File: config.mk
export PLATFORM = sky130hd
export DESIGN_NAME = ua_transmitter
export DESIGN_NICKNAME = d
export VERILOG_FILES = /design/src/rtl/ua_pkg.sv /design/src/rtl/ua_tx_fifo.sv /design/src/rtl/ua_transmitter.sv
export SDC_FILE = /design/constraint.sdc
export NUM_CORES = 1
export LEC_CHECK = 0
export BUFFER_PORTS_ARGS = -buffer_cell sky130_fd_sc_hd__buf_4
export CAP_MARGIN = 30
export CORE_MARGIN = 5
export CORE_UTILIZATION = 60
export CTS_CLUSTER_DIAMETER = 120
export CTS_CLUSTER_SIZE = 12
export DETAILED_ROUTE_END_ITERATION = 8
export PLACE_DENSITY = 0.79
export SETUP_SLACK_MARGIN = 0.05
export SLEW_MARGIN = 20
export SYNTH_ARGS = -nofsm -noshare
export SYNTH_HDL_FRONTEND = slang
export SYNTH_SLANG_ARGS = --single-unit
File: constraint.sdc
create_clock -name clk -period 3.3 [get_ports clk]
set_input_delay 0.33 -clock clk [delete_from_list [all_inputs] [get_ports clk]]
set_output_delay 0.33 -clock clk [all_outputs]
set_load 0.01 [all_outputs]
File: src/rtl/ua_pkg.sv
// rtl/ua_pkg.sv - shared constants and tx state encoding for the UART transmitter
package ua_pkg;
   localparam int OVERSAMPLE = 16;
   localparam int DATA_BITS  = 8;

   typedef enum logic [1:0] {
      IDLE  = 2'd0,
      START = 2'd1,
      DATA  = 2'd2,
      STOP  = 2'd3
   } tx_state_t;
endpackage

File: src/rtl/ua_tx_fifo.sv
// rtl/ua_tx_fifo.sv - synchronous circular byte buffer feeding the transmitter
module ua_tx_fifo #(
   parameter int DEPTH = 4,
   parameter int W     = 8
) (
   input  logic         clk,
   input  logic         rst,
   input  logic         push,
   input  logic         pop,
   input  logic [W-1:0] din,
   output logic [W-1:0] dout,
   output logic         full,
   output logic         empty,
   output logic [3:0]   count
);
   localparam int AW = $clog2(DEPTH);

   logic [W-1:0]  mem [DEPTH];
   logic [AW-1:0] wr_ptr;
   logic [AW-1:0] rd_ptr;
   logic          do_push;
   logic          do_pop;

   // A full FIFO refuses a push even when a pop frees a slot this cycle.
   assign do_push = push && !full;
   assign do_pop  = pop && !empty;
   assign full    = (count == 4'(DEPTH));
   assign empty   = (count == 4'd0);
   assign dout    = mem[rd_ptr];

   always_ff @(posedge clk) begin
      if (rst) begin
         wr_ptr <= '0;
         rd_ptr <= '0;
         count  <= 4'd0;
      end else begin
         if (do_push) begin
            mem[wr_ptr] <= din;
            wr_ptr      <= wr_ptr + AW'(1);
         end
         if (do_pop) begin
            rd_ptr <= rd_ptr + AW'(1);
         end
         case ({do_push, do_pop})
            2'b10:   count <= count + 4'd1;
            2'b01:   count <= count - 4'd1;
            default: count <= count;
         endcase
      end
   end
endmodule

File: src/rtl/ua_transmitter.sv
// rtl/ua_transmitter.sv - 16x-oversampled UART transmitter with input FIFO
module ua_transmitter
   import ua_pkg::*;
#(
   parameter int FIFO_DEPTH = 4,
   parameter int STOP_BITS  = 1
) (
   input  logic       clk,
   input  logic       rst,
   input  logic       enable,
   input  logic [7:0] din_byte,
   input  logic       din_valid,
   output logic       din_rdy,
   output logic       ser_out,
   output logic       busy,
   output logic [3:0] fifo_count
);
   tx_state_t  state, state_nx;
   logic [3:0] sample_cnt, sample_nx;
   logic [2:0] bit_cnt, bit_nx;
   logic [7:0] shift_reg, shift_nx;
   logic       ser_nx;
   logic       fifo_pop;
   logic       fifo_full;
   logic       fifo_empty;
   logic [7:0] fifo_dout;
   logic       bit_end;

   ua_tx_fifo #(.DEPTH(FIFO_DEPTH), .W(8)) u_fifo (
      .clk   (clk),
      .rst   (rst),
      .push  (din_valid && din_rdy),
      .pop   (fifo_pop),
      .din   (din_byte),
      .dout  (fifo_dout),
      .full  (fifo_full),
      .empty (fifo_empty),
      .count (fifo_count)
   );

   assign din_rdy = !fifo_full;
   assign busy    = (state != IDLE);
   assign bit_end = (sample_cnt == 4'(OVERSAMPLE - 1));

   always_ff @(posedge clk) begin
      if (rst) begin
         state      <= IDLE;
         sample_cnt <= 4'd0;
         bit_cnt    <= 3'd0;
         shift_reg  <= 8'd0;
         ser_out    <= 1'b1;
      end else begin
         state      <= state_nx;
         sample_cnt <= sample_nx;
         bit_cnt    <= bit_nx;
         shift_reg  <= shift_nx;
         ser_out    <= ser_nx;
      end
   end

   // Everything advances only on enable ticks; the sample counter wraps 15->0 at each bit edge.
   always_comb begin
      state_nx  = state;
      sample_nx = sample_cnt;
      bit_nx    = bit_cnt;
      shift_nx  = shift_reg;
      ser_nx    = ser_out;
      fifo_pop  = 1'b0;
      if (enable) begin
         sample_nx = sample_cnt + 4'd1;
         case (state)
            IDLE: begin
               sample_nx = 4'd0;
               if (!fifo_empty) begin
                  fifo_pop = 1'b1;
                  shift_nx = fifo_dout;
                  ser_nx   = 1'b0;
                  state_nx = START;
               end
            end
            START: begin
               if (bit_end) begin
                  state_nx = DATA;
                  ser_nx   = shift_reg[0];
                  shift_nx = shift_reg >> 1;
                  bit_nx   = 3'd0;
               end
            end
            DATA: begin
               if (bit_end) begin
                  if (bit_cnt == 3'(DATA_BITS - 1)) begin
                     state_nx = STOP;
                     ser_nx   = 1'b1;
                     bit_nx   = 3'd0;
                  end else begin
                     ser_nx   = shift_reg[0];
                     shift_nx = shift_reg >> 1;
                     bit_nx   = bit_cnt + 3'd1;
                  end
               end
            end
            STOP: begin
               if (bit_end) begin
                  if (bit_cnt == 3'(STOP_BITS - 1)) begin
                     bit_nx = 3'd0;
                     // Chain straight into the next start bit so back-to-back frames have no gap.
                     if (!fifo_empty) begin
                        fifo_pop = 1'b1;
                        shift_nx = fifo_dout;
                        ser_nx   = 1'b0;
                        state_nx = START;
                     end else begin
                        state_nx = IDLE;
                     end
                  end else begin
                     bit_nx = bit_cnt + 3'd1;
                  end
               end
            end
            default: state_nx = IDLE;
         endcase
      end
   end
endmodule

==> results.md, run 1 <==
- Status: complete, no violations
- Initial antenna violation count: 0
- CTS H-Tree Depth: 3
- Netlist Area Pre-Place: 2830 sq um
- # nets final: 276
- Peak VDD IR: 462 uV
- HP Class: input port to flip-flop
- Tcrit/Tclk final: 0.825
- Antenna Violating Nets Remaining: 0
- Layout cell share with drive strength beyond 1: 0.209
- Post-Synthesis Net Count: 257
- Core footprint: 4660 sq um
- Dominant cells by area after synthesis: edfxtp_1 (34%), dfxtp_1 (20%), ha_1 (7.1%)
- Netlist cell types: 50
- Count of final hold-check violations: 0
- Area grow syn2layout: 11.6%
- Main combinational cell family by area after synthesis: simple AND/OR/NAND/NOR gates
- # DRC: 0
- N_diodes: 0
- Relative slew slack: 0.637
- RSZ-0062 raised after global routing: false
- Delay-heaviest family, CP: simple AND/OR/NAND/NOR gates
- FILL cells: 336
- Routed length per instance: 16.2 microns
- Hpwl dp: 3.33 mm
- CTS root buf: clkbuf_8
- Syn Inst Count: 229
- Synth Area in XOR/XNOR: 0.0124
- Average cell area after synthesis: 12.4 sq um
- Vias in the first global route: 1,757
- TritonRoute pass-1 iters: 4
- Resize count post-CTS: 0
- Worst Tran Pin Value: 544 ps
- Die W: 78.7 microns
- Worst EP required: 3570 ps
- CP Buf/Inv Count: 0
- Critical Path Source Type: flip-flop
- Post-synthesis mux area share: 0.0995
- Flops & latches, synth: 60
- Row cnt: 25
- CTS Buf Count: 9
- Area occupied by multi-input gates: 1220 sq um
- CTS tree: done
- Die Area: 6190 sq um
- DR vias: 1,768
- Synth area leader: edfxtp_1
- CTS Hold Bufs: 0
- FF+latch area: 1520 sq um
- YS warnings: 0
- Ys flop type: edfxtp_1
- R2r setup slk: 580 ps
- Max-slew violations: 0
- PortBufs: 18
- Clock Latency Late Sink: 340 ps
- Fmax achieved: 367 MHz
- # setup viols final: 0
- Post-synth EDFFs: 32
- Largest net degree at the start of global routing: 30
- Simple-gate share of the synthesized area: 0.135
- Ports: 19
- CP max stage delay: 660 ps
- Leakage power: 0.00122 uW
- Max Cap Violations: 0
- Setup Total Neg Slack: 0 ps
- CP Cell Sequence: or4b_2 > nand2_1 > ha_1 > xor2_1 > ha_1 > a21oi_1 > xor2_1 > or3_1 > a21oi_1
- Adder-cell share of the synthesized area: 0.0708
- Starting density of the core: 0.607
- CTS sink count: 60
- DIE HEIGHT: 78.7 microns
- Critical Path Sink Type: flip-flop
- Critical path class: flip-flop to flip-flop
- Final WL: 4.97 mm
- Power Dens Cells: 772 nW/um^2
- Gr usage total: 0.181
- Placer's final routability congestion estimate: 0.801
- Clock tree buffer depth: 2
- Post-synth top area share: 0.340
- Cell count after placement: 291
- Min Tclk post-route: 2720 ps
- 1st-iter DRT viols: 145
- Crit. path cell count: 9
- GRT overflow: 0
- CP arrival: 2990 ps
- CTS clk-pin slew, worst paths: 70 ps
- Non-filler cells, final: 307
- Crit path max fanout: 9
- Reg2reg path depth: 9
- Compound-Gate Fraction of Synth Area: 0.112
- Seq/Total Area, Yosys: 0.538
- Slowest-stage cell, CP: or4b_2
- Post-CTS Setup Bufs: 0
- Clock skew: 12.4 ps
- Via density: 5.76
- Hold depth: 1
- First-pass GRT wire length: 8.51 mm
- Largest register FFs: 32
- Async set-reset flop share out of synthesis: 0
routing by layer:
layer  GRT usage  part of all wire  up-vias
met3      0.0585             0.051        6
met4      0.0629             0.013        0
met5           0                 0        -
li1            -                 -      896
met1       0.232              0.46      828
met2       0.289              0.48       38
power by group:
part	switching, uW	internal [uW]
clock network	306	274
registers	114	906
logic	428	410
through the flow:
stage | hold WS [ps] | power (uW) | utilization | instance area (sq um) | setup WS, ps
after floorplan | 429 | 1670 | - | 2830 | 709
after global placement | 459 | 1840 | 0.640 | 2980 | 754
after detailed placement | 460 | 1870 | 0.640 | 2980 | 685
after CTS | 181 | 2450 | 0.677 | 3160 | 611
after global routing | 178 | 2590 | 0.677 | 3160 | 354
final | 192 | 2440 | 0.677 | 3160 | 578
kinds of logic after synthesis:
family          after synthesis
flops                        60
xor+xnor                      4
buf+inv                      20
fa+ha+maj                    16
simple gates                 64
mux                          18
compound gates               47
worst paths after layout:
check	startpoint	to
worst max-delay path	u_fifo.count[2]$_SDFFE_PP0P_	u_fifo.count[2]$_SDFFE_PP0P_
worst max register to register	u_fifo.count[2]$_SDFFE_PP0P_	u_fifo.count[2]$_SDFFE_PP0P_
worst min register to register	bit_cnt[2]$_SDFFE_PP0P_	bit_cnt[2]$_SDFFE_PP0P_
worst min-delay path	din_byte[3]	u_fifo.mem[3][3]$_DFFE_PP_
cells in the final DEF, fill, tap and decap left out, types with 4 or more instances in the layout:
master	count
edfxtp_1	32
dfxtp_1	28
a21oi_1	22
buf_4	19
ha_1	16
nor2_1	13
inv_1	9
mux2i_1	9
clkbuf_8	9
o21ai_0	8
mux4_2	8
and3_1	8
nand2_1	5
nand3_1	5
nor3_1	5
nand3b_1	4
and2_1	4
synthesized netlist by cell type, drive strengths merged (2+ instances only):
| library cell | number |
|---|---|
| a21o | 3 |
| a21oi | 22 |
| a221o | 2 |
| a2bb2oi | 2 |
| and2 | 5 |
| and3 | 8 |
| buf | 6 |
| clkbuf | 5 |
| dfxtp | 28 |
| edfxtp | 32 |
| ha | 16 |
| inv | 9 |
| mux2i | 9 |
| mux4 | 8 |
| nand2 | 5 |
| nand2b | 2 |
| nand3 | 5 |
| nand3b | 4 |
| nand4 | 2 |
| nor2 | 13 |
| nor2b | 3 |
| nor3 | 7 |
| o21ai | 9 |
| or3 | 2 |
| or4 | 2 |
| or4b | 2 |
| xor2 | 3 |
worst reg2reg max path, cell delays in order (launching register included):
cell	delay, ps
dfxtp_1	470
or4b_2	670
nand2_1	220
ha_1	300
xor2_1	180
ha_1	160
a21oi_1	40
xor2_1	160
or3_1	310
a21oi_1	140
cell type report:
| class | count | area share |
|---|---|---|
| flip-flops and latches | 60 | 0.482 |
| inverters | 9 | 0.0107 |
| clock inverters | 7 | 0.0163 |
| well taps | 54 | 0.0214 |
| repair buffers | 19 | 0.0452 |
| multi-input cells | 149 | 0.385 |
| clock buffers | 9 | 0.0392 |
No activity file was read; power rests on OpenSTA's default activity.
==> run 2, diff against run 1 <==
--- a/config.mk
+++ b/config.mk
@@ -8,11 +8,11 @@
 export BUFFER_PORTS_ARGS = -buffer_cell sky130_fd_sc_hd__buf_4
 export CAP_MARGIN = 30
 export CORE_MARGIN = 5
-export CORE_UTILIZATION = 60
+export CORE_UTILIZATION = 54
 export CTS_CLUSTER_DIAMETER = 120
 export CTS_CLUSTER_SIZE = 12
 export DETAILED_ROUTE_END_ITERATION = 8
-export PLACE_DENSITY = 0.79
+export PLACE_DENSITY = 0.75
 export SETUP_SLACK_MARGIN = 0.05
 export SLEW_MARGIN = 20
 export SYNTH_ARGS = -nofsm -noshare
==> constraint.sdc (replaced) <==
create_clock -name clk -period 2.5 [get_ports clk]
set_input_delay 0.25 -clock clk [delete_from_list [all_inputs] [get_ports clk]]
set_output_delay 0.25 -clock clk [all_outputs]
set_load 0.01 [all_outputs]
==> run 2 against run 1 <==
  * Via count is 3.9% higher
  * Global-route usage is 1.5 points lower
  * Core utilization is 3.0 points lower
  * Setup slack worse by 470 ps
  * First-iteration DRC count stayed put
  * Critical endpoint unchanged
  * Register-to-register slack worse by 470 ps
  * Clock skew hardly changed
  * Highest routed layer unchanged
  * Sequential share of layout area is 2.0 points lower
  * Non-clock buffer count is 11 higher
  * Routed wire length is 2.9% higher
==> results.md, run 2 (synthesized netlist as in run 1, its figures left out) <==
- Routed metal-1 wire length: 2.41 mm (+6.4%)
- Via density: 5.50 (-4.5%)
- Min Tclk post-route: 2390 ps (-332 ps)
- Die Area: 6790 sq um (+9.7%)
- Fmax achieved: 418 MHz (+14%)
- Hpwl dp: 3.41 mm (+2.5%)
- Leakage power: 0.00128 uW (+5.6%)
- Max Cap Violations: 0 (unchanged)
- 1st-iter DRT viols: 145 (unchanged)
- CP most frequent cell: xor2_1
- Met2 Wirelength: 2.45 mm (+2.8%)
- Clock skew: 12.0 ps (-0.384 ps)
- Area after DPL: 3070 sq um (+2.9%)
- Crit path max fanout: 6 (-3)
- Largest net degree at the start of global routing: 30 (unchanged)
- Initial antenna violation count: 0 (unchanged)
- Final WL: 5.12 mm (+2.9%)
- CTS root buf: clkbuf_8
- Status: complete, no violations
- Area grow syn2layout: 16.9%
- Hold depth: 1 (unchanged)
- Power Dens Cells: 1020 nW/um^2 (+32%)
- CP max stage delay: 540 ps (-120 ps)
- RSZ-0062 raised after global routing: true
- Vias in the first global route: 1,684 (-4.2%)
- CTS clk-pin slew, worst paths: 80 ps (about the same)
- # setup viols final: 0 (unchanged)
- Clock tree buffer depth: 2 (unchanged)
- Slowest-stage cell, CP: or4_4
- Worst Tran Pin Value: 595 ps (+51.4 ps)
- NetSw: 1170 uW (+37%)
- Internal power: 2200 uW (+38%)
- Flop pwr share: 0.396 (-0.022)
- GRT overflow: 0 (unchanged)
- Antenna Violating Nets Remaining: 0 (unchanged)
- Crit. path cell count: 10 (+1)
- # DRC: 0 (unchanged)
- Setup Total Neg Slack: 0 ps (unchanged)
- Critical Path Source Type: flip-flop
- Delay-heaviest family, CP: simple AND/OR/NAND/NOR gates
- Die W: 82.4 microns (+4.7%)
- CP arrival: 2650 ps (-340 ps)
- N_diodes: 0 (unchanged)
- Starting density of the core: 0.554 (-0.0531)
- TritonRoute pass-1 iters: 4 (unchanged)
- Row cnt: 26 (+4.0%)
- Largest register FFs: 32 (unchanged)
- Relative slew slack: 0.603 (-0.0343)
- Gr usage total: 0.166 (-0.0155)
- Placer's final routability congestion estimate: 0.791 (-1.3%)
- Critical path class: flip-flop to flip-flop
- Met3 wire length: 186 microns (-27%)
- CTS sink count: 60 (unchanged)
- CTS H-Tree Depth: 3 (unchanged)
- Clock power frac: 0.233 (-0.005)
- HP Class: input port to flip-flop
- Most common cell after layout, fill and taps aside: edfxtp_1
- Core footprint: 5110 sq um (+9.6%)
- Worst EP required: 2760 ps (-810 ps)
- Ports: 19 (unchanged)
- Critical Path Sink Type: flip-flop
- Top Layer Used: met4
- Tcrit/Tclk final: 0.956 (+0.131)
- CTS tree: done
- Sw Share: 0.347 (-0.00140)
- Logic pwr share: 0.371 (+0.027)
- # nets final: 287 (+4.0%)
- Reg2reg path depth: 10 (+1)
- DIE HEIGHT: 82.4 microns (+4.7%)
- Max-slew violations: 0 (unchanged)
- Layout cell share with drive strength beyond 1: 0.280 (+0.0708)
- Peak VDD IR: 632 uV (+37%)
- Commonest non-fill, non-tap cells in the layout: edfxtp_1 (32), buf_4 (29), dfxtp_1 (24)
- DR vias: 1,837 (+3.9%)
- Post-layout instance area: 3310 sq um (+4.8%)
- Routed length per instance: 15.3 microns (-5.4%)
- CTS Buf Count: 9 (unchanged)
- First-pass GRT wire length: 8.12 mm (-4.6%)
- CP Cell Sequence: or4_4 > nand3b_1 > nor2_2 > ha_2 > xor2_1 > ha_1 > a21oi_2 > xor2_1 > or3_1 > a21oi_1
- CP Buf/Inv Count: 0 (unchanged)
- PortBufs: 18 (unchanged)
- Clock Latency Late Sink: 340 ps (about the same)
- Count of final hold-check violations: 0 (unchanged)
==> run 2: changes by cell type in the layout (fill, tap and decap cells not counted), sizes merged <==
cell / previous run / this run
inv: 10 / 11
clkinv: 4 / 3
dlymetal6s2s: 0 / 1
buf: 19 / 29
==> run 2: what timing repair did <==
action,4_1_cts,5_1_grt
gates resized for setup,0,10
endpoints found under the hold margin,0,0
hold buffers,0,0
setup endpoints to repair,0,1
setup buffers,0,4
==> run 2: path summary, 6_finish.rpt <==
kind / end / start / slack, ps
max: u_fifo.count[2]$_SDFFE_PP0P_ / u_fifo.count[2]$_SDFFE_PP0P_ / 110
min: u_fifo.mem[1][3]$_DFFE_PP_ / din_byte[3] / 110
max reg2reg: u_fifo.count[2]$_SDFFE_PP0P_ / u_fifo.count[2]$_SDFFE_PP0P_ / 110
min reg2reg: bit_cnt[2]$_SDFFE_PP0P_ / bit_cnt[2]$_SDFFE_PP0P_ / 470
==> run 2: metal layers <==
metal / vias up / GRT usage
li1: 921 / -
met1: 881 / 0.221
met2: 30 / 0.254
met3: 5 / 0.0390
met4: 0 / 0.0797
met5: - / 0
==> run 2: power groups by stage <==
stage,clock network [uW],logic [uW],registers [uW]
after detailed placement,0,1180,1350
after floorplan,0,921,1300
after CTS,805,1190,1330
after global placement,0,1160,1340
final,783,1250,1330
after global routing,852,1370,1360
==> run 2: cell type report <==
type | instances | area (sq um)
clock buffers | 9 | 124
clock inverters | 7 | 58.8
inverters | 9 | 33.8
fillers | 415 | 1800
repair buffers | 30 | 230
multi-input cells | 149 | 1240
flip-flops and latches | 60 | 1530
well taps | 70 | 87.6
==> run 2: metrics by stage <==
step                power [uW]  setup WS (ps)  hold WS, ps  utilization  cells
floorplan                 2230           66.6          349            -    229
global placement          2500            155          451        0.600    314
detailed placement        2530            137          459        0.600    314
CTS                       3320           55.9          101        0.636    330
global route              3580           17.0         97.8        0.647    334
finish                    3370            110          111        0.647    334
